## config.mk

```make
export PLATFORM = sky130hd
export DESIGN_NAME = ahb_sram_ctrl_flat
export DESIGN_NICKNAME = d
export VERILOG_FILES = /design/src/rtl/ahb_sram_pkg.sv /design/src/rtl/ahb_sram_ctrl_if.sv /design/src/rtl/ahb_sram_be_decode.sv /design/src/rtl/ahb_sram_ctrl.sv /design/src/flat_wrapper.sv
export SDC_FILE = /design/constraint.sdc
export NUM_CORES = 1
export LEC_CHECK = 0
export ABC_AREA = 1
export ABC_CLOCK_PERIOD_IN_PS = 1500
export BUFFER_PORTS_ARGS = -buffer_cell sky130_fd_sc_hd__buf_4
export CAP_MARGIN = 20
export CORE_AREA = 2 2 82 84
export CTS_CLUSTER_DIAMETER = 50
export DETAILED_ROUTE_END_ITERATION = 7
export DIE_AREA = 0 0 84 86
export GPL_TIMING_DRIVEN = 0
export PLACE_DENSITY = 0.71
export SYNTH_ARGS = -nofsm -noshare
export SYNTH_HDL_FRONTEND = slang
export SYNTH_SLANG_ARGS = --single-unit
```

## constraint.sdc

```tcl
create_clock -name CLK -period 1.5 [get_ports CLK]
set_clock_uncertainty 0.1 [all_clocks]
set_input_delay 0.3 -clock CLK [delete_from_list [all_inputs] [get_ports CLK]]
set_output_delay 0.3 -clock CLK [all_outputs]
set_load 0.005 [all_outputs]
```

## src/rtl/ahb_sram_pkg.sv

```systemverilog
// ---------------------------------------------------------------------------
// ahb_sram_pkg
// Shared definitions for the AHB-Lite to SRAM controller:
//   - state_t       : controller FSM states
//   - HTRANS_*      : AHB transfer type encodings
//   - HSIZE_*       : AHB transfer size encodings
//   - HRESP_*       : AHB response encodings
// ---------------------------------------------------------------------------
package ahb_sram_pkg;

    typedef enum logic [1:0] {
        ST_IDLE   = 2'd0,
        ST_ACCESS = 2'd1,
        ST_ERR1   = 2'd2,
        ST_ERR2   = 2'd3
    } state_t;

    localparam logic [1:0] HTRANS_IDLE   = 2'b00;
    localparam logic [1:0] HTRANS_BUSY   = 2'b01;
    localparam logic [1:0] HTRANS_NONSEQ = 2'b10;
    localparam logic [1:0] HTRANS_SEQ    = 2'b11;

    localparam logic [2:0] HSIZE_BYTE = 3'd0;
    localparam logic [2:0] HSIZE_HALF = 3'd1;
    localparam logic [2:0] HSIZE_WORD = 3'd2;

    localparam logic HRESP_OKAY  = 1'b0;
    localparam logic HRESP_ERROR = 1'b1;

endpackage

```

## src/rtl/ahb_sram_ctrl_if.sv

```systemverilog
// ---------------------------------------------------------------------------
// ahb_sram_ctrl_if
// AHB-Lite slave bus bundle for the SRAM controller.
//   master modport : drives address/control/write data and HREADY
//   slave modport  : drives HRDATA, HREADYOUT, HRESP
// ---------------------------------------------------------------------------
interface ahb_sram_ctrl_if;

    logic        HSEL;
    logic [31:0] HADDR;
    logic        HWRITE;
    logic [1:0]  HTRANS;
    logic [2:0]  HSIZE;
    logic [31:0] HWDATA;
    logic        HREADY;
    logic [31:0] HRDATA;
    logic        HREADYOUT;
    logic        HRESP;

    modport master (
        output HSEL, HADDR, HWRITE, HTRANS, HSIZE, HWDATA, HREADY,
        input  HRDATA, HREADYOUT, HRESP
    );

    modport slave (
        input  HSEL, HADDR, HWRITE, HTRANS, HSIZE, HWDATA, HREADY,
        output HRDATA, HREADYOUT, HRESP
    );

endinterface

```

## src/rtl/ahb_sram_be_decode.sv

```systemverilog
// ---------------------------------------------------------------------------
// ahb_sram_be_decode
// Purely combinational byte-lane decode for an AHB transfer.
//   i_hsize      : HSIZE of the transfer
//   i_addrLow    : HADDR[1:0]
//   o_byteEn     : byte lanes touched by the transfer
//   o_misaligned : address not aligned to the transfer size
//   o_sizeErr    : size wider than a 32-bit word
// ---------------------------------------------------------------------------
module ahb_sram_be_decode
    import ahb_sram_pkg::*;
(
    input  logic [2:0] i_hsize,
    input  logic [1:0] i_addrLow,
    output logic [3:0] o_byteEn,
    output logic       o_misaligned,
    output logic       o_sizeErr
);

    // Sizes above a word produce no lanes and are flagged so the
    // controller can answer with an ERROR response instead.
    always_comb begin
        o_byteEn     = 4'b0000;
        o_misaligned = 1'b0;
        o_sizeErr    = 1'b0;
        case (i_hsize)
            HSIZE_BYTE: begin
                o_byteEn = 4'b0001 << i_addrLow;
            end
            HSIZE_HALF: begin
                o_byteEn     = 4'b0011 << {i_addrLow[1], 1'b0};
                o_misaligned = i_addrLow[0];
            end
            HSIZE_WORD: begin
                o_byteEn     = 4'b1111;
                o_misaligned = |i_addrLow;
            end
            default: begin
                o_sizeErr = 1'b1;
            end
        endcase
    end

endmodule

```

## src/rtl/ahb_sram_ctrl.sv

```systemverilog
// ---------------------------------------------------------------------------
// ahb_sram_ctrl
// AHB-Lite slave front end for N_SRAM banks of 32-bit synchronous SRAM.
//   CLK, nRST  : clock, asynchronous active-low reset
//   bus        : AHB-Lite slave bundle (ahb_sram_ctrl_if.slave)
//   wen        : SRAM write enable
//   ram_wData  : SRAM write data (HWDATA passed through in the data phase)
//   addr       : byte offset within the selected bank
//   byte_en    : SRAM byte lane enables
//   sram_en    : one-hot bank select
//   ram_rData  : per-bank read data
//   sram_wait  : SRAM stall, stretches the data phase
// ---------------------------------------------------------------------------
module ahb_sram_ctrl
    import ahb_sram_pkg::*;
#(
    parameter int          N_SRAM     = 1,
    parameter int          SRAM_WORDS = 1024,
    parameter logic [31:0] BASE_ADDR  = 32'h0
)(
    input  logic                CLK,
    input  logic                nRST,
    ahb_sram_ctrl_if.slave      bus,
    output logic                wen,
    output logic [31:0]         ram_wData,
    output logic [31:0]         addr,
    output logic [3:0]          byte_en,
    output logic [N_SRAM-1:0]   sram_en,
    input  logic [31:0]         ram_rData [N_SRAM],
    input  logic                sram_wait
);

    localparam int          BANK_W      = (N_SRAM > 1) ? $clog2(N_SRAM) : 1;
    localparam int          BANK_SHIFT  = $clog2(SRAM_WORDS * 4);
    localparam logic [31:0] OFFSET_MASK = 32'((SRAM_WORDS * 4) - 1);

    state_t              r_state;
    logic                r_wen;
    logic [31:0]         r_addr;
    logic [3:0]          r_byteEn;
    logic [BANK_W-1:0]   r_bank;

    logic [31:0]         w_offset;
    logic [31:0]         w_bankFull;
    logic [3:0]          w_byteEn;
    logic                w_misaligned;
    logic                w_sizeErr;
    logic                w_active;
    logic                w_accept;
    logic                w_err;

    ahb_sram_be_decode u_beDecode (
        .i_hsize      (bus.HSIZE),
        .i_addrLow    (bus.HADDR[1:0]),
        .o_byteEn     (w_byteEn),
        .o_misaligned (w_misaligned),
        .o_sizeErr    (w_sizeErr)
    );

    // Address-phase decode. The full bank number is kept so that an
    // offset past the last bank is caught even when it would alias
    // onto a valid bank after truncation.
    always_comb begin
        w_offset   = bus.HADDR - BASE_ADDR;
        w_bankFull = w_offset >> BANK_SHIFT;
        w_active   = (bus.HTRANS == HTRANS_NONSEQ) || (bus.HTRANS == HTRANS_SEQ);
        w_accept   = bus.HSEL && w_active && bus.HREADY;
        w_err      = (w_bankFull >= 32'(N_SRAM)) || (bus.HADDR < BASE_ADDR) ||
                     w_sizeErr || w_misaligned;
    end

    // Controller FSM. ERR1 always moves to ERR2 (HREADY is low there, so
    // nothing can be accepted). A stalled ACCESS holds state and the
    // latched SRAM controls. Every other state samples a new transfer;
    // error transfers never load the SRAM controls.
    always_ff @(posedge CLK or negedge nRST) begin
        if (!nRST) begin
            r_state  <= ST_IDLE;
            r_wen    <= 1'b0;
            r_addr   <= '0;
            r_byteEn <= '0;
            r_bank   <= '0;
        end else if (r_state == ST_ERR1) begin
            r_state <= ST_ERR2;
        end else if ((r_state == ST_ACCESS) && sram_wait) begin
            r_state <= ST_ACCESS;
        end else if (w_accept && w_err) begin
            r_state <= ST_ERR1;
        end else if (w_accept) begin
            r_state  <= ST_ACCESS;
            r_wen    <= bus.HWRITE;
            r_addr   <= w_offset & OFFSET_MASK;
            r_byteEn <= w_byteEn;
            r_bank   <= w_bankFull[BANK_W-1:0];
        end else begin
            r_state <= ST_IDLE;
        end
    end

    // Data-phase outputs. Only ACCESS ever enables a bank, so reset (which
    // forces IDLE asynchronously) drops sram_en in the same cycle. Read
    // data is gated to zero while the SRAM is still stalling.
    always_comb begin
        sram_en       = '0;
        wen           = 1'b0;
        addr          = r_addr;
        byte_en       = r_byteEn;
        ram_wData     = 32'h0;
        bus.HREADYOUT = 1'b1;
        bus.HRESP     = HRESP_OKAY;
        bus.HRDATA    = 32'h0;
        case (r_state)
            ST_ACCESS: begin
                for (int i = 0; i < N_SRAM; i++) begin
                    sram_en[i] = (r_bank == BANK_W'(i));
                end
                wen           = r_wen;
                ram_wData     = bus.HWDATA;
                bus.HREADYOUT = ~sram_wait;
                if (!r_wen && !sram_wait) begin
                    bus.HRDATA = ram_rData[r_bank];
                end
            end
            ST_ERR1: begin
                bus.HREADYOUT = 1'b0;
                bus.HRESP     = HRESP_ERROR;
            end
            ST_ERR2: begin
                bus.HRESP = HRESP_ERROR;
            end
            default: begin
                bus.HREADYOUT = 1'b1;
            end
        endcase
    end

endmodule

```

## src/flat_wrapper.sv

```systemverilog
// flat-port wrapper written by rule: the top's interface ports become plain ports
module ahb_sram_ctrl_flat import ahb_sram_pkg::*;
#(
    parameter int          N_SRAM     = 1,
    parameter int          SRAM_WORDS = 1024,
    parameter logic [31:0] BASE_ADDR  = 32'h0
)
  (CLK, nRST, wen, ram_wData, addr, byte_en, sram_en, ram_rData, sram_wait, bus_HSEL, bus_HADDR, bus_HWRITE, bus_HTRANS, bus_HSIZE, bus_HWDATA, bus_HREADY, bus_HRDATA, bus_HREADYOUT, bus_HRESP);
  ahb_sram_ctrl_if bus_i ();
  input  logic CLK;
  input  logic nRST;
  output logic wen;
  output logic [31:0] ram_wData;
  output logic [31:0] addr;
  output logic [3:0] byte_en;
  output logic [N_SRAM-1:0] sram_en;
  input  logic [31:0] ram_rData[N_SRAM];
  input  logic sram_wait;
  input wire logic [$bits(bus_i.HSEL)-1:0] bus_HSEL;
  input wire logic [$bits(bus_i.HADDR)-1:0] bus_HADDR;
  input wire logic [$bits(bus_i.HWRITE)-1:0] bus_HWRITE;
  input wire logic [$bits(bus_i.HTRANS)-1:0] bus_HTRANS;
  input wire logic [$bits(bus_i.HSIZE)-1:0] bus_HSIZE;
  input wire logic [$bits(bus_i.HWDATA)-1:0] bus_HWDATA;
  input wire logic [$bits(bus_i.HREADY)-1:0] bus_HREADY;
  output wire logic [$bits(bus_i.HRDATA)-1:0] bus_HRDATA;
  output wire logic [$bits(bus_i.HREADYOUT)-1:0] bus_HREADYOUT;
  output wire logic [$bits(bus_i.HRESP)-1:0] bus_HRESP;
  assign bus_i.HSEL = bus_HSEL;
  assign bus_i.HADDR = bus_HADDR;
  assign bus_i.HWRITE = bus_HWRITE;
  assign bus_i.HTRANS = bus_HTRANS;
  assign bus_i.HSIZE = bus_HSIZE;
  assign bus_i.HWDATA = bus_HWDATA;
  assign bus_i.HREADY = bus_HREADY;
  assign bus_HRDATA = bus_i.HRDATA;
  assign bus_HREADYOUT = bus_i.HREADYOUT;
  assign bus_HRESP = bus_i.HRESP;
  ahb_sram_ctrl #(.N_SRAM(N_SRAM), .SRAM_WORDS(SRAM_WORDS), .BASE_ADDR(BASE_ADDR)) u_core (.CLK(CLK), .nRST(nRST), .bus(bus_i), .wen(wen), .ram_wData(ram_wData), .addr(addr), .byte_en(byte_en), .sram_en(sram_en), .ram_rData(ram_rData), .sram_wait(sram_wait));
endmodule
```

After elaboration in Yosys (flattened, before gate mapping)
Index checks and enable logic that the tools add are counted.
{"block": "classes", "reduce_logical": 16, "shifts": 2, "bitwise_logic": 5, "order_cmp": 3, "mux": 15, "n_eq_ne": 7}
{"operator": "$mux W32", "n": 4}
{"operator": "$lt A32 B1 Y1 const B", "n": 1}
{"operator": "$ge A20 B1 Y1 const B", "n": 1}
{"operator": "$pmux W4 S3", "n": 1}
{"operator": "$eq A2 B2 Y1 const B", "n": 4}
{"operator": "$mux W2", "n": 3}
{"operator": "$logic_and A1 B1 Y1", "n": 5}
{"operator": "$mux W1", "n": 5}
{"operator": "$not A1 Y1", "n": 5}
{"operator": "$logic_or A1 B1 Y1", "n": 4}
{"operator": "$pmux W1 S2", "n": 2}
{"operator": "$reduce_and A4 Y1", "n": 1}
{"operator": "$reduce_or A2 Y1", "n": 2}
{"operator": "$shl A1 B2 Y4 const A", "n": 1}
{"operator": "$shl A2 B2 Y4 const A", "n": 1}
{"operator": "$eq A3 B1 Y1 const B", "n": 1}
{"operator": "$eq A3 B2 Y1 const B", "n": 1}
{"operator": "$logic_not A3 Y1", "n": 1}
{"operator": "$reduce_or A3 Y1", "n": 1}
{"operator": "$eq A2 B1 Y1 const B", "n": 1}
{"operator": "$logic_not A1 Y1", "n": 2}
{"operator": "$lt A1 B1 Y1 const B", "n": 1}
{"block": "word_totals", "reg_bits": 20, "output_inout_bits": 104, "wordCells": 53, "inputBits": 107}

Depth between registers and ports, before layout
{"block": "logic_depth", "ltp_word": 9, "ltp_mapped": 9}

Cells and area by module
A second synthesis with hierarchy kept.
{"block": "hier_totals", "hier_cells": 267, "area_unflattened_um2": 1793.0}
{"mod": "ahb_sram_ctrl", "instances": 1, "area_each_um2": 1676.6, "seq_area_each_um2": 500.5, "cells_each": 242}
{"mod": "ahb_sram_be_decode", "instances": 1, "area_each_um2": 116.4, "seq_area_each_um2": 0.0, "cells_each": 25}

Least setup slack after synthesis
No wires, ideal clock.
{"block": "synth_timing", "kind": "register to output", "startpoint": "register u_core.r_state[0]", "endpoint": "output ram_wData[10]", "t_arrival_ps": 1008, "path_stages_with_launch": 5, "required_ps": 1100, "slack_ps": 92, "cell_sequence": "dfrtp_1 > nand2_2 > buf_2 > buf_1 > nor2_1"}
{"block": "synth_via", "elab_chain_len": 2}
{"element": "start: declaration", "line": "ahb_sram_ctrl.sv:37", "rtl": "state_t r_state;"}
{"element": "start signal: assignment", "line": "ahb_sram_ctrl.sv:78", "rtl": "r_state <= ST_IDLE;"}
{"element": "start signal: assignment", "line": "ahb_sram_ctrl.sv:84", "rtl": "r_state <= ST_ERR2;"}
{"element": "start signal: assignment", "line": "ahb_sram_ctrl.sv:86", "rtl": "r_state <= ST_ACCESS;"}
{"element": "$eq A2 B1 Y1", "line": "ahb_sram_ctrl.sv:112", "rtl": "case (r_state)"}
{"element": "$mux W32", "line": "ahb_sram_ctrl.sv:112"}
{"element": "end: declaration", "line": "flat_wrapper.sv:13", "rtl": "output logic [31:0] ram_wData;"}
Every way passes these cells.

Final worst setup path
{"block": "layout_timing", "startpoint": "register u_core.r_state[1]", "endpoint": "output bus_HRDATA[29]"}
{"block": "layout_via", "elab_chain_len": 2}
{"element": "$eq A2 B1 Y1", "line": "ahb_sram_ctrl.sv:112"}
{"element": "$mux W32", "line": "ahb_sram_ctrl.sv:112"}
{"element": "end: declaration", "line": "flat_wrapper.sv:26", "rtl": "output wire logic [$bits(bus_i.HRDATA)-1:0] bus_HRDATA;"}
Every way passes these cells.

==> flow_summary.json <==
{
  "power.switching_fraction": 0.364,
  "most-common-layout-cells": "sky130_fd_sc_hd__buf_4 (215), sky130_fd_sc_hd__nand2_1 (41), sky130_fd_sc_hd__inv_1 (37)",
  "yosysWarningCount": 0,
  "net-switching-power_mw": 1.18,
  "timing.final.ws_setup_ns": -0.274,
  "post-place-cells": 555,
  "cp.required_ns": 1.10,
  "synth_area_um2": 1800,
  "tritoncts.num_buffers": 3,
  "dp_slack_ns": -0.293,
  "chipHeight_um": 86,
  "hold-worst-slack_ns": 0.180,
  "setup.reg_to_reg.worst_slack_ns": 0.04,
  "power.combinational.fraction": 0.654,
  "final_net_count": 601,
  "die_x_um": 84,
  "cp_data_arrival_time_ns": 1.37,
  "dr_vias_cell": 4.39,
  "critical_path.slowest_cell": "sky130_fd_sc_hd__dfrtp_1",
  "floorplan.initialDensity": 0.286,
  "r2r_start": "u_core.r_state[0]$_DFF_PN0_",
  "clock_tree.htree_level_count": 1,
  "critical_path.max_stage_delay_ns": 0.39,
  "finalNonFillerCells": 570,
  "crit_type": "flop to output pin",
  "highest_clock_rate_ghz": 0.564,
  "grt_setup_unrepaired": "true",
  "drt_iter0_drc": 50,
  "timing.hold.worst_endpoint": "u_core.addr[9]$_DFFE_PN0P_",
  "core_area_um2": 6280,
  "ys_async_sr_fraction": 1.00,
  "failing_checks": "negative setup slack",
  "power_frac_clock": 0.166,
  "cts_tree": "done",
  "seq_power_share": 0.179,
  "crit_path_capture_type": "output pin",
  "routed_wire_length_per_instance_um": 13.2,
  "grt_first_pass_wirelength_um": 10900,
  "slew_violations": 0,
  "hold_violations": 0,
  "n_antenna_cell": 0,
  "placement_rows": 29,
  "drt_drc_violations_left": 0,
  "mostFrequentLayoutCell": "sky130_fd_sc_hd__buf_4",
  "crit_start": "u_core.r_state[1]$_DFF_PN0_",
  "path_delay_family": "buffers and inverters",
  "post_synth_num_cell_types": 26,
  "power_density_nw_per_um2": 817,
  "setup_tns_ns": -14.89,
  "clock_sink_count": 20,
  "final-setup-viol-count": 67,
  "timing.reg2reg.worst_path_depth": 8,
  "hold_start": "bus_HADDR[9]",
  "cts_root_buffer": "sky130_fd_sc_hd__clkbuf_8",
  "run_status": "complete, but fails checks",
  "timing.critical_path.from_type": "flop",
  "r2r-end": "u_core.addr[11]$_DFFE_PN0P_",
  "path_depth": 5,
  "synth.avg_cell_area_um2": 6.66,
  "p_leak_nw": 2.25,
  "ant_nets": 0,
  "initial_antenna_violation_count": 0,
  "die_area_um2": 7220,
  "syn_inst": 270,
  "place.gp.congestion": 0.888,
  "area_growth_syn_to_layout_pct": 121,
  "grt_max_degree": 21,
  "wirelength_um": 7500,
  "insertion_delay_ns": 0.26,
  "critical_path.max_fanout": 10,
  "grtUsageTotal": 0.182,
  "via_count": 2505,
  "ir_drop_uv": 611,
  "synth_edf_count": 0,
  "post-dp-hpwl_um": 5720,
  "firstDrtPassIters": 4,
  "synth_sequential_area_ratio": 0.278,
  "hold-path-cell-count": 3,
  "ctsLongestPathBuffers": 2,
  "maxCapViolCount": 0,
  "global_route.overflow_total": 0,
  "drive_above_1_share": 0.643,
  "hp-class": "input port to flop",
  "finalWorstPathRequiredPeriod_ns": 1.77,
  "p_int_mw": 2.06,
  "cp.buffers_inverters": 3,
  "grt_pass1_vias": 2288,
  "post-route-period-util": 1.18,
  "cp_cell_sequence": "inv_2 -> nand2_4 -> clkbuf_4 -> nor3b_2 -> buf_4",
  "number_of_register_bits_inferred_by_synthesis": 20,
  "worst_setup_hold_path_clk_slew_ns": 0.08,
  "ios": 211,
  "port_buffers": 189,
  "postSynth.topFlopCell": "sky130_fd_sc_hd__dfrtp_1"
}
==> stage by stage <==
stage | util | cell area, µm² | power, mW
2_1_floorplan | - | 1870 | 1.30
3_3_place_gp | 0.539 | 3380 | 2.16
3_5_place_dp | 0.539 | 3380 | 2.19
4_1_cts | 0.582 | 3650 | 2.95
5_1_grt | 0.633 | 3980 | 3.43
6_report | 0.633 | 3980 | 3.25
==> final cells by class <==
cell class,count,area [µm²]
clock inverters,1,30.0
plain buffers,38,407
well taps,77,96.3
repair buffers,200,1530
inverters,40,150
flip-flops and latches,20,500
multi-input cells,191,1220
clock buffers,3,41.3
fillers,565,2300
==> Yosys cell counts (2+ instances only) <==
cell type | instances | area (µm²)
sky130_fd_sc_hd__buf_1 | 4 | 15.0
sky130_fd_sc_hd__buf_4 | 21 | 158
sky130_fd_sc_hd__buf_6 | 2 | 22.5
sky130_fd_sc_hd__buf_8 | 2 | 30.0
sky130_fd_sc_hd__clkbuf_1 | 6 | 22.5
sky130_fd_sc_hd__dfrtp_1 | 20 | 500
sky130_fd_sc_hd__inv_1 | 38 | 143
sky130_fd_sc_hd__inv_2 | 2 | 7.51
sky130_fd_sc_hd__nand2_1 | 51 | 191
sky130_fd_sc_hd__nand3_1 | 10 | 50.1
sky130_fd_sc_hd__nand4_1 | 17 | 106
sky130_fd_sc_hd__nor2_1 | 52 | 195
sky130_fd_sc_hd__nor3b_1 | 32 | 240
==> timing repair <==
item | in CTS | in global routing
endpoints found under the setup margin | 67 | 79
hold buffers | 1 | 0
setup buffers | 3 | 5
endpoints found under the hold margin | 20 | 0
pin swaps | 3 | 3
resized for setup | 45 | 77
gates cloned | 0 | 2
==> worst max path at each step <==
stage	end	slack [ns]
after floorplan	ram_wData[10]	0.09
after global placement	bus_HRDATA[1]	-0.30
after detailed placement	bus_HRDATA[3]	-0.29
after CTS	bus_HREADYOUT	-0.27
after global routing	bus_HRDATA[29]	-0.37
final	bus_HRDATA[29]	-0.27
==> state kept, by name, summed over array words and instances (netlist names) <==
name            flops
u_core.addr        12
u_core.byte_en      4
u_core.r_bank       1
u_core.r_state      2
u_core.r_wen        1
==> metal layers <==
| metal | track usage | routed length (µm) | up-vias |
|---|---|---|---|
| li1 | - | - | 1249 |
| met1 | 0.207 | 2770 | 1117 |
| met3 | 0.0260 | 499 | 14 |
| met4 | 0.0557 | 148 | 0 |
| met5 | 0 | 0 | - |
| met2 | 0.350 | 4080 | 125 |
==> power by group through the flow <==
stage | clock [mW] | sequential [mW] | combinational [mW]
floorplan | 0 | 0.588 | 0.714
global placement | 0 | 0.589 | 1.57
detailed placement | 0 | 0.590 | 1.60
CTS | 0.549 | 0.583 | 1.82
global route | 0.572 | 0.587 | 2.28
finish | 0.540 | 0.583 | 2.13
==> cell families (layout without fill, tap and decap cells) <==
group                  after synthesis  count (layout)  share of synthesized area
and+or+nand+nor                    169             169                      0.470
DFF                                 20              20                      0.278
buffers and inverters               78             282                      0.243
other                                1              20                    0.00209
AOI/OAI and AO/OA                    2               2                    0.00626
==> worst register-to-register path: stages (launching register included) <==
cell,delay [ns]
sky130_fd_sc_hd__dfrtp_1,0.42
sky130_fd_sc_hd__nand2_4,0.12
sky130_fd_sc_hd__nor2_2,0.05
sky130_fd_sc_hd__nor2_2,0.12
sky130_fd_sc_hd__buf_4,0.14
sky130_fd_sc_hd__nand3_4,0.13
sky130_fd_sc_hd__buf_6,0.16
sky130_fd_sc_hd__nand2_1,0.06
sky130_fd_sc_hd__nand2_1,0.05
(Power assumes the default switching activity.)
